### src/rtl/monster_spawn_scheduler_if.sv
// Spawn-path bus between the monster FSMs and the spawn scheduler.
// The master side is the scheduler, and the slave side is the monster/sprite datapath.
interface monster_spawn_scheduler_if #(
   parameter int NUM_MONSTERS = 4
);
   localparam int IW = $clog2(NUM_MONSTERS);

   // req is a level that stays high until served. ack is a one-cycle pulse from the granted
   // monster while its grant is high. grant is one-hot and is held for the whole handshake.
   logic                    enable;
   logic [NUM_MONSTERS-1:0] req;
   logic [NUM_MONSTERS-1:0] ack;
   logic [NUM_MONSTERS-1:0] grant;
   logic [IW-1:0]           grant_idx;
   logic                    busy;
   logic                    timeout_pulse;
   logic [15:0]             spawn_count;

   modport master (
      input  enable, req, ack,
      output grant, grant_idx, busy, timeout_pulse, spawn_count
   );

   modport slave (
      output enable, req, ack,
      input  grant, grant_idx, busy, timeout_pulse, spawn_count
   );
endinterface

### src/rtl/monster_spawn_scheduler.sv
// Round-robin arbiter for the single monster-spawn path, with an ack timeout and a cooldown.
// The cooldown is enforced between spawns, and one counter is shared by the GRANT and COOLDOWN states.
module monster_spawn_scheduler #(
   parameter int NUM_MONSTERS = 4,
   parameter int SPAWN_GAP    = 25000000,
   parameter int ACK_TIMEOUT  = 1024
) (
   input  logic                         Clk,
   input  logic                         Reset_n,
   monster_spawn_scheduler_if.master    bus,
   output logic [1:0]                   o_dbg_state
);
   localparam int IW      = $clog2(NUM_MONSTERS);
   localparam int MAX_CNT = (SPAWN_GAP > ACK_TIMEOUT) ? SPAWN_GAP : ACK_TIMEOUT;
   localparam int CW      = $clog2(MAX_CNT) + 1;
   localparam logic [CW-1:0] GAP_LAST = CW'(SPAWN_GAP - 1);
   localparam logic [CW-1:0] TO_LAST  = CW'(ACK_TIMEOUT - 1);

   typedef enum logic [1:0] {
      ST_IDLE     = 2'd0,
      ST_GRANT    = 2'd1,
      ST_COOLDOWN = 2'd2
   } state_t;

   state_t                  r_state;
   logic [CW-1:0]           r_cnt;
   logic [NUM_MONSTERS-1:0] r_grant;
   logic [IW-1:0]           r_grant_idx;
   logic [IW-1:0]           r_ptr;
   logic                    r_timeout;
   logic                    r_busy;
   logic [15:0]             r_spawn_count;

   logic                    w_found;
   logic [IW-1:0]           w_pick;
   logic [IW-1:0]           w_ptr_next;

   // The search starts at r_ptr and wraps, so the monster served last has the lowest priority.
   always_comb begin
      w_found = 1'b0;
      w_pick  = '0;
      for (int i = 0; i < NUM_MONSTERS; i++) begin
         if (!w_found && bus.req[IW'((int'(r_ptr) + i) % NUM_MONSTERS)]) begin
            w_found = 1'b1;
            w_pick  = IW'((int'(r_ptr) + i) % NUM_MONSTERS);
         end
      end
   end

   assign w_ptr_next = (r_grant_idx == IW'(NUM_MONSTERS - 1)) ? '0 : r_grant_idx + 1'b1;

   always_ff @(posedge Clk or negedge Reset_n) begin
      if (!Reset_n) begin
         r_state       <= ST_COOLDOWN;
         r_cnt         <= '0;
         r_grant       <= '0;
         r_grant_idx   <= '0;
         r_ptr         <= '0;
         r_timeout     <= 1'b0;
         r_busy        <= 1'b1;
         r_spawn_count <= '0;
      end else begin
         r_timeout <= 1'b0;
         case (r_state)
            ST_IDLE: begin
               if (bus.enable && w_found) begin
                  r_grant     <= NUM_MONSTERS'(1) << w_pick;
                  r_grant_idx <= w_pick;
                  r_cnt       <= '0;
                  r_busy      <= 1'b1;
                  r_state     <= ST_GRANT;
               end
            end
            ST_GRANT: begin
               // An ack in the cycle where the timeout limit is reached still counts as a completed spawn.
               if (bus.ack[r_grant_idx]) begin
                  r_grant <= '0;
                  r_ptr   <= w_ptr_next;
                  r_cnt   <= '0;
                  r_state <= ST_COOLDOWN;
                  if (r_spawn_count != 16'hFFFF) r_spawn_count <= r_spawn_count + 16'd1;
               end else if (r_cnt == TO_LAST) begin
                  r_grant   <= '0;
                  r_ptr     <= w_ptr_next;
                  r_cnt     <= '0;
                  r_timeout <= 1'b1;
                  r_state   <= ST_COOLDOWN;
               end else begin
                  r_cnt <= r_cnt + 1'b1;
               end
            end
            ST_COOLDOWN: begin
               if (r_cnt == GAP_LAST) begin
                  r_cnt   <= '0;
                  r_busy  <= 1'b0;
                  r_state <= ST_IDLE;
               end else begin
                  r_cnt <= r_cnt + 1'b1;
               end
            end
            default: begin
               r_grant <= '0;
               r_cnt   <= '0;
               r_busy  <= 1'b1;
               r_state <= ST_COOLDOWN;
            end
         endcase
      end
   end

   assign bus.grant         = r_grant;
   assign bus.grant_idx     = r_grant_idx;
   assign bus.busy          = r_busy;
   assign bus.timeout_pulse = r_timeout;
   assign bus.spawn_count   = r_spawn_count;
   assign o_dbg_state       = r_state;
endmodule

### src/flat_wrapper.sv
// flat-port wrapper written by rule: the top's interface ports become plain ports
module monster_spawn_scheduler_flat 
#(
   parameter int NUM_MONSTERS = 4,
   parameter int SPAWN_GAP    = 25000000,
   parameter int ACK_TIMEOUT  = 1024
)
  (Clk, Reset_n, o_dbg_state, bus_enable, bus_req, bus_ack, bus_grant, bus_grant_idx, bus_busy, bus_timeout_pulse, bus_spawn_count);
  monster_spawn_scheduler_if #(.NUM_MONSTERS(NUM_MONSTERS)) bus_i ();
  input  logic Clk;
  input  logic Reset_n;
  output logic [1:0] o_dbg_state;
  input wire logic [$bits(bus_i.enable)-1:0] bus_enable;
  input wire logic [$bits(bus_i.req)-1:0] bus_req;
  input wire logic [$bits(bus_i.ack)-1:0] bus_ack;
  output wire logic [$bits(bus_i.grant)-1:0] bus_grant;
  output wire logic [$bits(bus_i.grant_idx)-1:0] bus_grant_idx;
  output wire logic [$bits(bus_i.busy)-1:0] bus_busy;
  output wire logic [$bits(bus_i.timeout_pulse)-1:0] bus_timeout_pulse;
  output wire logic [$bits(bus_i.spawn_count)-1:0] bus_spawn_count;
  assign bus_i.enable = bus_enable;
  assign bus_i.req = bus_req;
  assign bus_i.ack = bus_ack;
  assign bus_grant = bus_i.grant;
  assign bus_grant_idx = bus_i.grant_idx;
  assign bus_busy = bus_i.busy;
  assign bus_timeout_pulse = bus_i.timeout_pulse;
  assign bus_spawn_count = bus_i.spawn_count;
  monster_spawn_scheduler #(.NUM_MONSTERS(NUM_MONSTERS), .SPAWN_GAP(SPAWN_GAP), .ACK_TIMEOUT(ACK_TIMEOUT)) u_core (.Clk(Clk), .Reset_n(Reset_n), .bus(bus_i), .o_dbg_state(o_dbg_state));
endmodule
### config.mk
export PLATFORM = sky130hd
export DESIGN_NAME = monster_spawn_scheduler_flat
export DESIGN_NICKNAME = d
export VERILOG_FILES = /design/src/rtl/monster_spawn_scheduler_if.sv /design/src/rtl/monster_spawn_scheduler.sv /design/src/flat_wrapper.sv
export SDC_FILE = /design/constraint.sdc
export NUM_CORES = 1
export LEC_CHECK = 0
export ABC_AREA = 1
export CAP_MARGIN = 30
export CORE_MARGIN = 2
export CORE_UTILIZATION = 29
export DETAILED_ROUTE_END_ITERATION = 6
export HOLD_SLACK_MARGIN = 0.15
export SLEW_MARGIN = 20
export SYNTH_ARGS = -nofsm -noshare
export SYNTH_HDL_FRONTEND = slang
export SYNTH_SLANG_ARGS = --single-unit
### constraint.sdc
create_clock -name Clk -period 2.4 [get_ports Clk]
set_input_delay 0.48 -clock Clk [delete_from_list [all_inputs] [get_ports Clk]]
set_output_delay 0.48 -clock Clk [all_outputs]
set_load 0.03 [all_outputs]
==> flow_summary_export.csv, run 1 <==
group,metric,value,unit
power_and_ir_drop,peakVddDrop,0.000534,V
sta,fin_tns_setup,0,ps
setup_path,worstPathMaxFanout,4,
power_and_ir_drop,cellPowerDensity,785,mW/mm^2
min_path,min_path_type,"in -> async",
global_route,track_usage,15.6,%
clocking,tritoncts,"done",
global_route,busiest_layer,"met2",
die,fp.dieArea,0.0152,mm^2
global_route,antenna_found_initial,0,
routing,remaining_drc_errors,0,
finish,regArea,0.00135,mm^2
clocking,cts_resized,0,
sta,fmaxAchievable,0.498,GHz
finish,areaGrowthSynthToFinish,18.4,%
clocking,clk_pin_slew,80,ps
sta,min_period_over_period,83.7,%
clocking,cts_setup_buffers,0,
clocking,cts_num_sinks,54,
placement,place_hpwl,8.33,mm
finish,postLayoutCellArea,0.00489,mm^2
die,start_util,29.8,%
finish,multi_input_area,0.00241,mm^2
placement,io_buffers,36,
sta,min_period,2010,ps
die,num_io_pins,37,
logic_synthesis,synth.avg_cell_area,6.34,um^2
die,placementRows,43,
placement,gp_routability_congestion,0.934,
finish,nets,709,
global_route,grt.overflow.total,0,
logic_synthesis,synth-edff-count,0,
logic_synthesis,ys_ff_latch,54,
global_route,grt_max_degree,27,
logic_synthesis,ys_seq_area_share,32.7,%
sta,slew_violations,0,
clocking,cts_buffers,5,
logic_synthesis,syn_nets,669,
placement,place_area,0.00475,mm^2
clocking,clockBufferDepth,2,
logic_synthesis,synth_top_area_share,31.5,%
sta,worstMarginPinSlew,668,ps
setup_path,crit_arrival,1530,ps
logic_synthesis,synthTopCellsByCount,"260 x nand2_1, 78 x nand3_1, 62 x inv_1",
sta,finalSetupViolations,0,
routing,drtAntennaViolNets,0,
logic_synthesis,synthTopCellsByArea,"dfrtp_1 31%, nand2_1 24%, nand3_1 9.4%",
clocking,ctsHoldBuffers,0,
setup_path,end_kind,"primary output",
global_route,grt_pass1_wl,19.1,mm
global_route,grtUsageMet1,21.7,%
setup_path,cpMaxStageDelayCell,"clkdlybuf4s50_1",
setup_path,crit_family,"buffers and inverters",
logic_synthesis,synth_most_common_cell,"nand2_1",
routing,drtIter0Drc,298,
logic_synthesis,synth_ff_type,"dfrtp_1",
sta,rsz0062_at_grt,"false",
global_route,met3_usage,2.17,%
logic_synthesis,syn_area,0.00413,mm^2
setup_path,critical_path_class,"reg -> out",
clocking,ctsRootBufferMaster,"clkbuf_16",
finish,drive_gt1_share,7.07,%
die,coreArea,0.0139,mm^2
outcome,outcome,"completed",
logic_synthesis,synth_cells,652,
routing,avgViaCountPerCell,4.78,
die,die_width,123,um
logic_synthesis,yosysUniqueCellTypes,29,
clocking,h-tree-depth,2,
sta,skew,6.83,ps
clocking,clkLatencyLatePin,300,ps
logic_synthesis,postSynth.asyncResetShare,100,%
logic_synthesis,yosysTopAreaCell,"dfrtp_1",
global_route,grt_pass1_vias,3975,
sta,maxSlewHeadroom,55.1,%
die,die_y,123,um
routing,wire_per_inst,12.5,um
setup_path,crit_chain,"clkdlybuf4s50_1",
setup_path,cp_data_required_time,1920,ps
finish,fillers,1536,
routing,via_count,4173,
finish,fin_util,35.3,%
sta,hold_viol,0,
setup_path,critical_path_buf_inv_count,1,
placement,dp.cells,865,
setup_path,start_kind,"register",
power_and_ir_drop,p_leak,2.33,nW
routing,first_pass_iters,5,
run,maxCapViolCount,0,
logic_synthesis,ys_warn_count,0,
setup_path,critPathMaxStageDelay,670,ps
routing,wl,11.0,mm
global_route,use_met2,24.8,%
finish,antenna_cells,0,
finish,instances_no_fill,873,
==> power by group <==
part	leakage, nW	switching, mW	internal (mW)
Combinational	1.53	1.27	0.624
Sequential	0.735	0.151	1.04
Clock	0.0712	0.363	0.391
Total	2.33	1.78	2.06
==> per-stage QoR <==
stage          worst slack (ps)  power [mW]  hold slack, ps
2_1_floorplan               611        2.50             184
5_1_grt                     222        4.14             259
6_report                    391        3.84             211
3_5_place_dp                238        3.12             467
4_1_cts                     372        3.89             234
3_3_place_gp                269        3.13             465
==> path summary, 6_finish.rpt <==
check,from,end,slack (ps),depth (start not counted)
setup / recovery,u_core.o_dbg_state[1]$_DFFE_PN1P_,o_dbg_state[1],390,1
hold / removal,Reset_n,u_core.r_cnt[8]$_DFFE_PN0P_,210,1
setup reg to reg,u_core.r_cnt[1]$_DFFE_PN0P_,u_core.bus.grant[3]$_DFFE_PN0P_,440,12
hold reg to reg,u_core.bus.grant[3]$_DFFE_PN0P_,u_core.bus.grant[3]$_DFFE_PN0P_,480,2
max in group asynchronous,Reset_n,u_core.r_cnt[21]$_DFFE_PN0P_,1550,2
min in group Clk,u_core.bus.grant[3]$_DFFE_PN0P_,u_core.bus.grant[3]$_DFFE_PN0P_,480,2
==> flip-flops by register name (all words and copies together) (netlist names) <==
| name | count |
|---|---|
| u_core.bus.busy | 1 |
| u_core.bus.grant | 4 |
| u_core.bus.grant_idx | 2 |
| u_core.bus.spawn_count | 16 |
| u_core.bus.timeout_pulse | 1 |
| u_core.o_dbg_state | 2 |
| u_core.r_cnt | 26 |
| u_core.r_ptr | 2 |
==> logic make-up (layout without fill, tap and decap cells) <==
logic type	count (synthesis)	in the layout	synth area share (%)
compound gates	25	25	3.15
xor+xnor	23	23	4.87
fa+ha+maj	6	6	1.82
buf+inv	85	126	9.05
flops	54	54	32.7
simple gates	459	459	48.4
==> per-layer routing <==
layer / vias to the layer above / wire length [um]
li1: 2173 / -
met3: 15 / 312
met2: 76 / 4980
met4: 0 / 197
met5: - / 0
met1: 1909 / 5470
==> cell usage in the layout (no fill, tap or decap) <==
cell type / netlist / layout
a21oi_1: 4 / 4
a31oi_1: 1 / 1
buf_12: 0 / 3
buf_2: 3 / 1
buf_4: 3 / 14
clkbuf_1: 5 / 1
clkbuf_16: 0 / 5
clkdlybuf4s50_1: 0 / 35
clkinv_2: 0 / 1
dfrtp_1: 52 / 52
dfstp_2: 2 / 2
ha_1: 6 / 6
inv_1: 62 / 62
inv_2: 2 / 2
inv_4: 1 / 1
inv_6: 0 / 1
nand2_1: 260 / 260
nand2_2: 9 / 9
nand2_4: 1 / 1
nand3_1: 78 / 78
nand3_2: 2 / 2
nand4_1: 37 / 37
nor2_1: 53 / 53
nor2_2: 4 / 4
nor2_4: 2 / 2
nor3_1: 11 / 11
nor4_1: 2 / 2
o21ai_0: 15 / 15
o21ai_1: 4 / 4
o21ai_2: 1 / 1
xnor2_1: 4 / 4
xor2_1: 19 / 19
==> final cells by class <==
cell class,count,share of cell area (%)
clock buffer,6,2.63
clock inverter,2,0.281
inverter,65,5.04
multi-input combinational,513,49.2
sequential,54,27.7
tap,180,4.60
timing repair buffer,53,10.6
Power figures use the tool's default switching activity.
==> inputs of run 2 (changes only) <==
Clock period 2.4 ns to 2 ns, I/O delays scaled along.
==> flow_summary_export.csv, run 2 (synthesized netlist as in run 1, its figures left out) <==
group,metric,value,unit
sta,skew,6.38,ps
setup_path,start_kind,"register",
sta,maxSlewHeadroom,71.3,%
placement,place_hpwl,8.34,mm
finish,mostFrequentLayoutCell,"nand2_1",
power_and_ir_drop,power.total,4.64,mW
setup_path,critical_path_class,"reg -> out",
setup_path,crit_chain,"clkdlybuf4s50_1",
routing,via_count,4205,
finish,areaGrowthSynthToFinish,20.1,%
finish,mostFrequentLayoutCells,"260 x nand2_1, 78 x nand3_1, 62 x inv_1",
setup_path,end_kind,"primary output",
setup_path,r2r_end,"u_core.o_dbg_state[0]$_DFFE_PN0P_",
power_and_ir_drop,cellPowerDensity,934,mW/mm^2
sta,hold_slack,484,ps
global_route,met3_usage,2.08,%
finish,instances_no_fill,883,
finish,nets,720,
power_and_ir_drop,p_leak,2.38,nW
finish,largest_register_ffs,26,
die,placementRows,43,
global_route,antenna_found_initial,0,
setup_path,cp_num_cells,1,
finish,fillers,1559,
routing,first_pass_iters,5,
die,start_util,29.8,%
sta,worstMarginPinSlew,427,ps
setup_path,crit-reg2reg-launch,"u_core.r_cnt[1]$_DFFE_PN0P_",
sta,fmaxAchievable,0.518,GHz
sta,min_period,1930,ps
global_route,grt_max_degree,43,
placement,gp_routability_congestion,0.910,
clocking,tritoncts,"done",
setup_path,worstPathMaxFanout,7,
finish,antenna_cells,0,
routing,avgViaCountPerCell,4.76,
routing,wire_per_inst,12.4,um
finish,multi_input_area,0.00242,mm^2
sta,slew_violations,0,
global_route,grt.overflow.total,0,
clocking,clkLatencyLatePin,300,ps
setup_path,cpMaxStageDelayCell,"clkdlybuf4s50_1",
routing,drtIter0Drc,316,
setup_path,crit_arrival,1530,ps
run,maxCapViolCount,0,
setup_path,critPathCapture,"bus_grant_idx[0]",
clocking,cts_buffers,5,
clocking,ctsRootBufferMaster,"clkbuf_16",
routing,wl,11.0,mm
min_path,min_path_type,"reg -> reg",
setup_path,reg2regPathDepth,12,
die,die_width,123,um
die,die_y,123,um
power_and_ir_drop,peakVddDrop,0.000655,V
routing,drtAntennaViolNets,0,
placement,io_buffers,36,
finish,drive_gt1_share,8.68,%
setup_path,cp_data_required_time,1600,ps
clocking,cts_num_sinks,54,
sta,hold_viol,0,
sta,min_period_over_period,96.5,%
setup_path,critPathMaxStageDelay,730,ps
routing,remaining_drc_errors,0,
global_route,use_met2,25.6,%
clocking,clk_pin_slew,70,ps
sta,finalSetupViolations,0,
finish,top_register,"u_core.r_cnt",
clocking,clockBufferDepth,2,
global_route,grt_pass1_vias,4060,
setup_path,crit_family,"buffers and inverters",
die,num_io_pins,37,
setup_path,ff2ff_setup_slack,170,ps
global_route,busiest_layer,"met2",
global_route,grt_pass1_wl,18.9,mm
global_route,grtUsageMet1,21.0,%
finish,regArea,0.00135,mm^2
outcome,outcome,"completed",
global_route,track_usage,15.4,%
placement,dp.cells,875,
setup_path,critical_path.startpoint,"u_core.bus.grant_idx[0]$_DFFE_PN0P_",
die,coreArea,0.0139,mm^2
clocking,cts_setup_buffers,0,
die,fp.dieArea,0.0152,mm^2
setup_path,critical_path_buf_inv_count,1,
clocking,h-tree-depth,2,
## run 2: worst min-delay path by stage
stage,from,endpoint,cells past startpoint
3_5_place_dp,Reset_n,u_core.r_cnt[7]$_DFFE_PN0P_,1
5_1_grt,u_core.bus.busy$_DFFE_PN1P_,u_core.bus.busy$_DFFE_PN1P_,2
3_3_place_gp,Reset_n,u_core.r_cnt[9]$_DFFE_PN0P_,1
2_1_floorplan,Reset_n,u_core.bus.grant[0]$_DFFE_PN0P_,0
6_report,u_core.bus.grant[3]$_DFFE_PN0P_,u_core.bus.grant[3]$_DFFE_PN0P_,2
4_1_cts,u_core.bus.grant[3]$_DFFE_PN0P_,u_core.bus.grant[3]$_DFFE_PN0P_,2
## run 2: routing by layer
layer,part of all wire (%),up-vias
met5,0,-
met4,1.2,0
met3,3.4,11
met2,46,84
met1,50,1921
li1,-,2189
## run 2: what timing repair did
| action | in CTS | in global routing |
|---|---|---|
| endpoints found under the setup margin | 0 | 3 |
| endpoints found under the hold margin | 12 | 0 |
| hold buffers | 1 | 0 |
| gates resized for setup | 0 | 4 |
## run 2: per-stage QoR
stage               instance area, um^2  utilization (%)  TNS, ps  worst slack, ps
floorplan                          4130                -        0              211
global placement                   4800             34.6        0             3.37
detailed placement                 4800             34.6     -119            -17.7
CTS                                4950             35.7        0             38.8
global route                       4960             35.8    -13.1            -13.1
finish                             4960             35.8        0             70.3
## run 2: layout make-up
| cell class | instances | area share, % |
|---|---|---|
| multi-input combinational | 513 | 48.7 |
| clock buffer | 5 | 2.52 |
| clock inverter | 2 | 0.277 |
| inverter | 65 | 5.02 |
| tap | 180 | 4.54 |
| sequential | 54 | 27.3 |
| timing repair buffer | 64 | 11.7 |
## run 2: where the power goes
group | internal [mW] | switching (mW)
clock | 0.461 | 0.416
combinational | 0.780 | 1.55
sequential | 1.25 | 0.174
total | 2.49 | 2.14
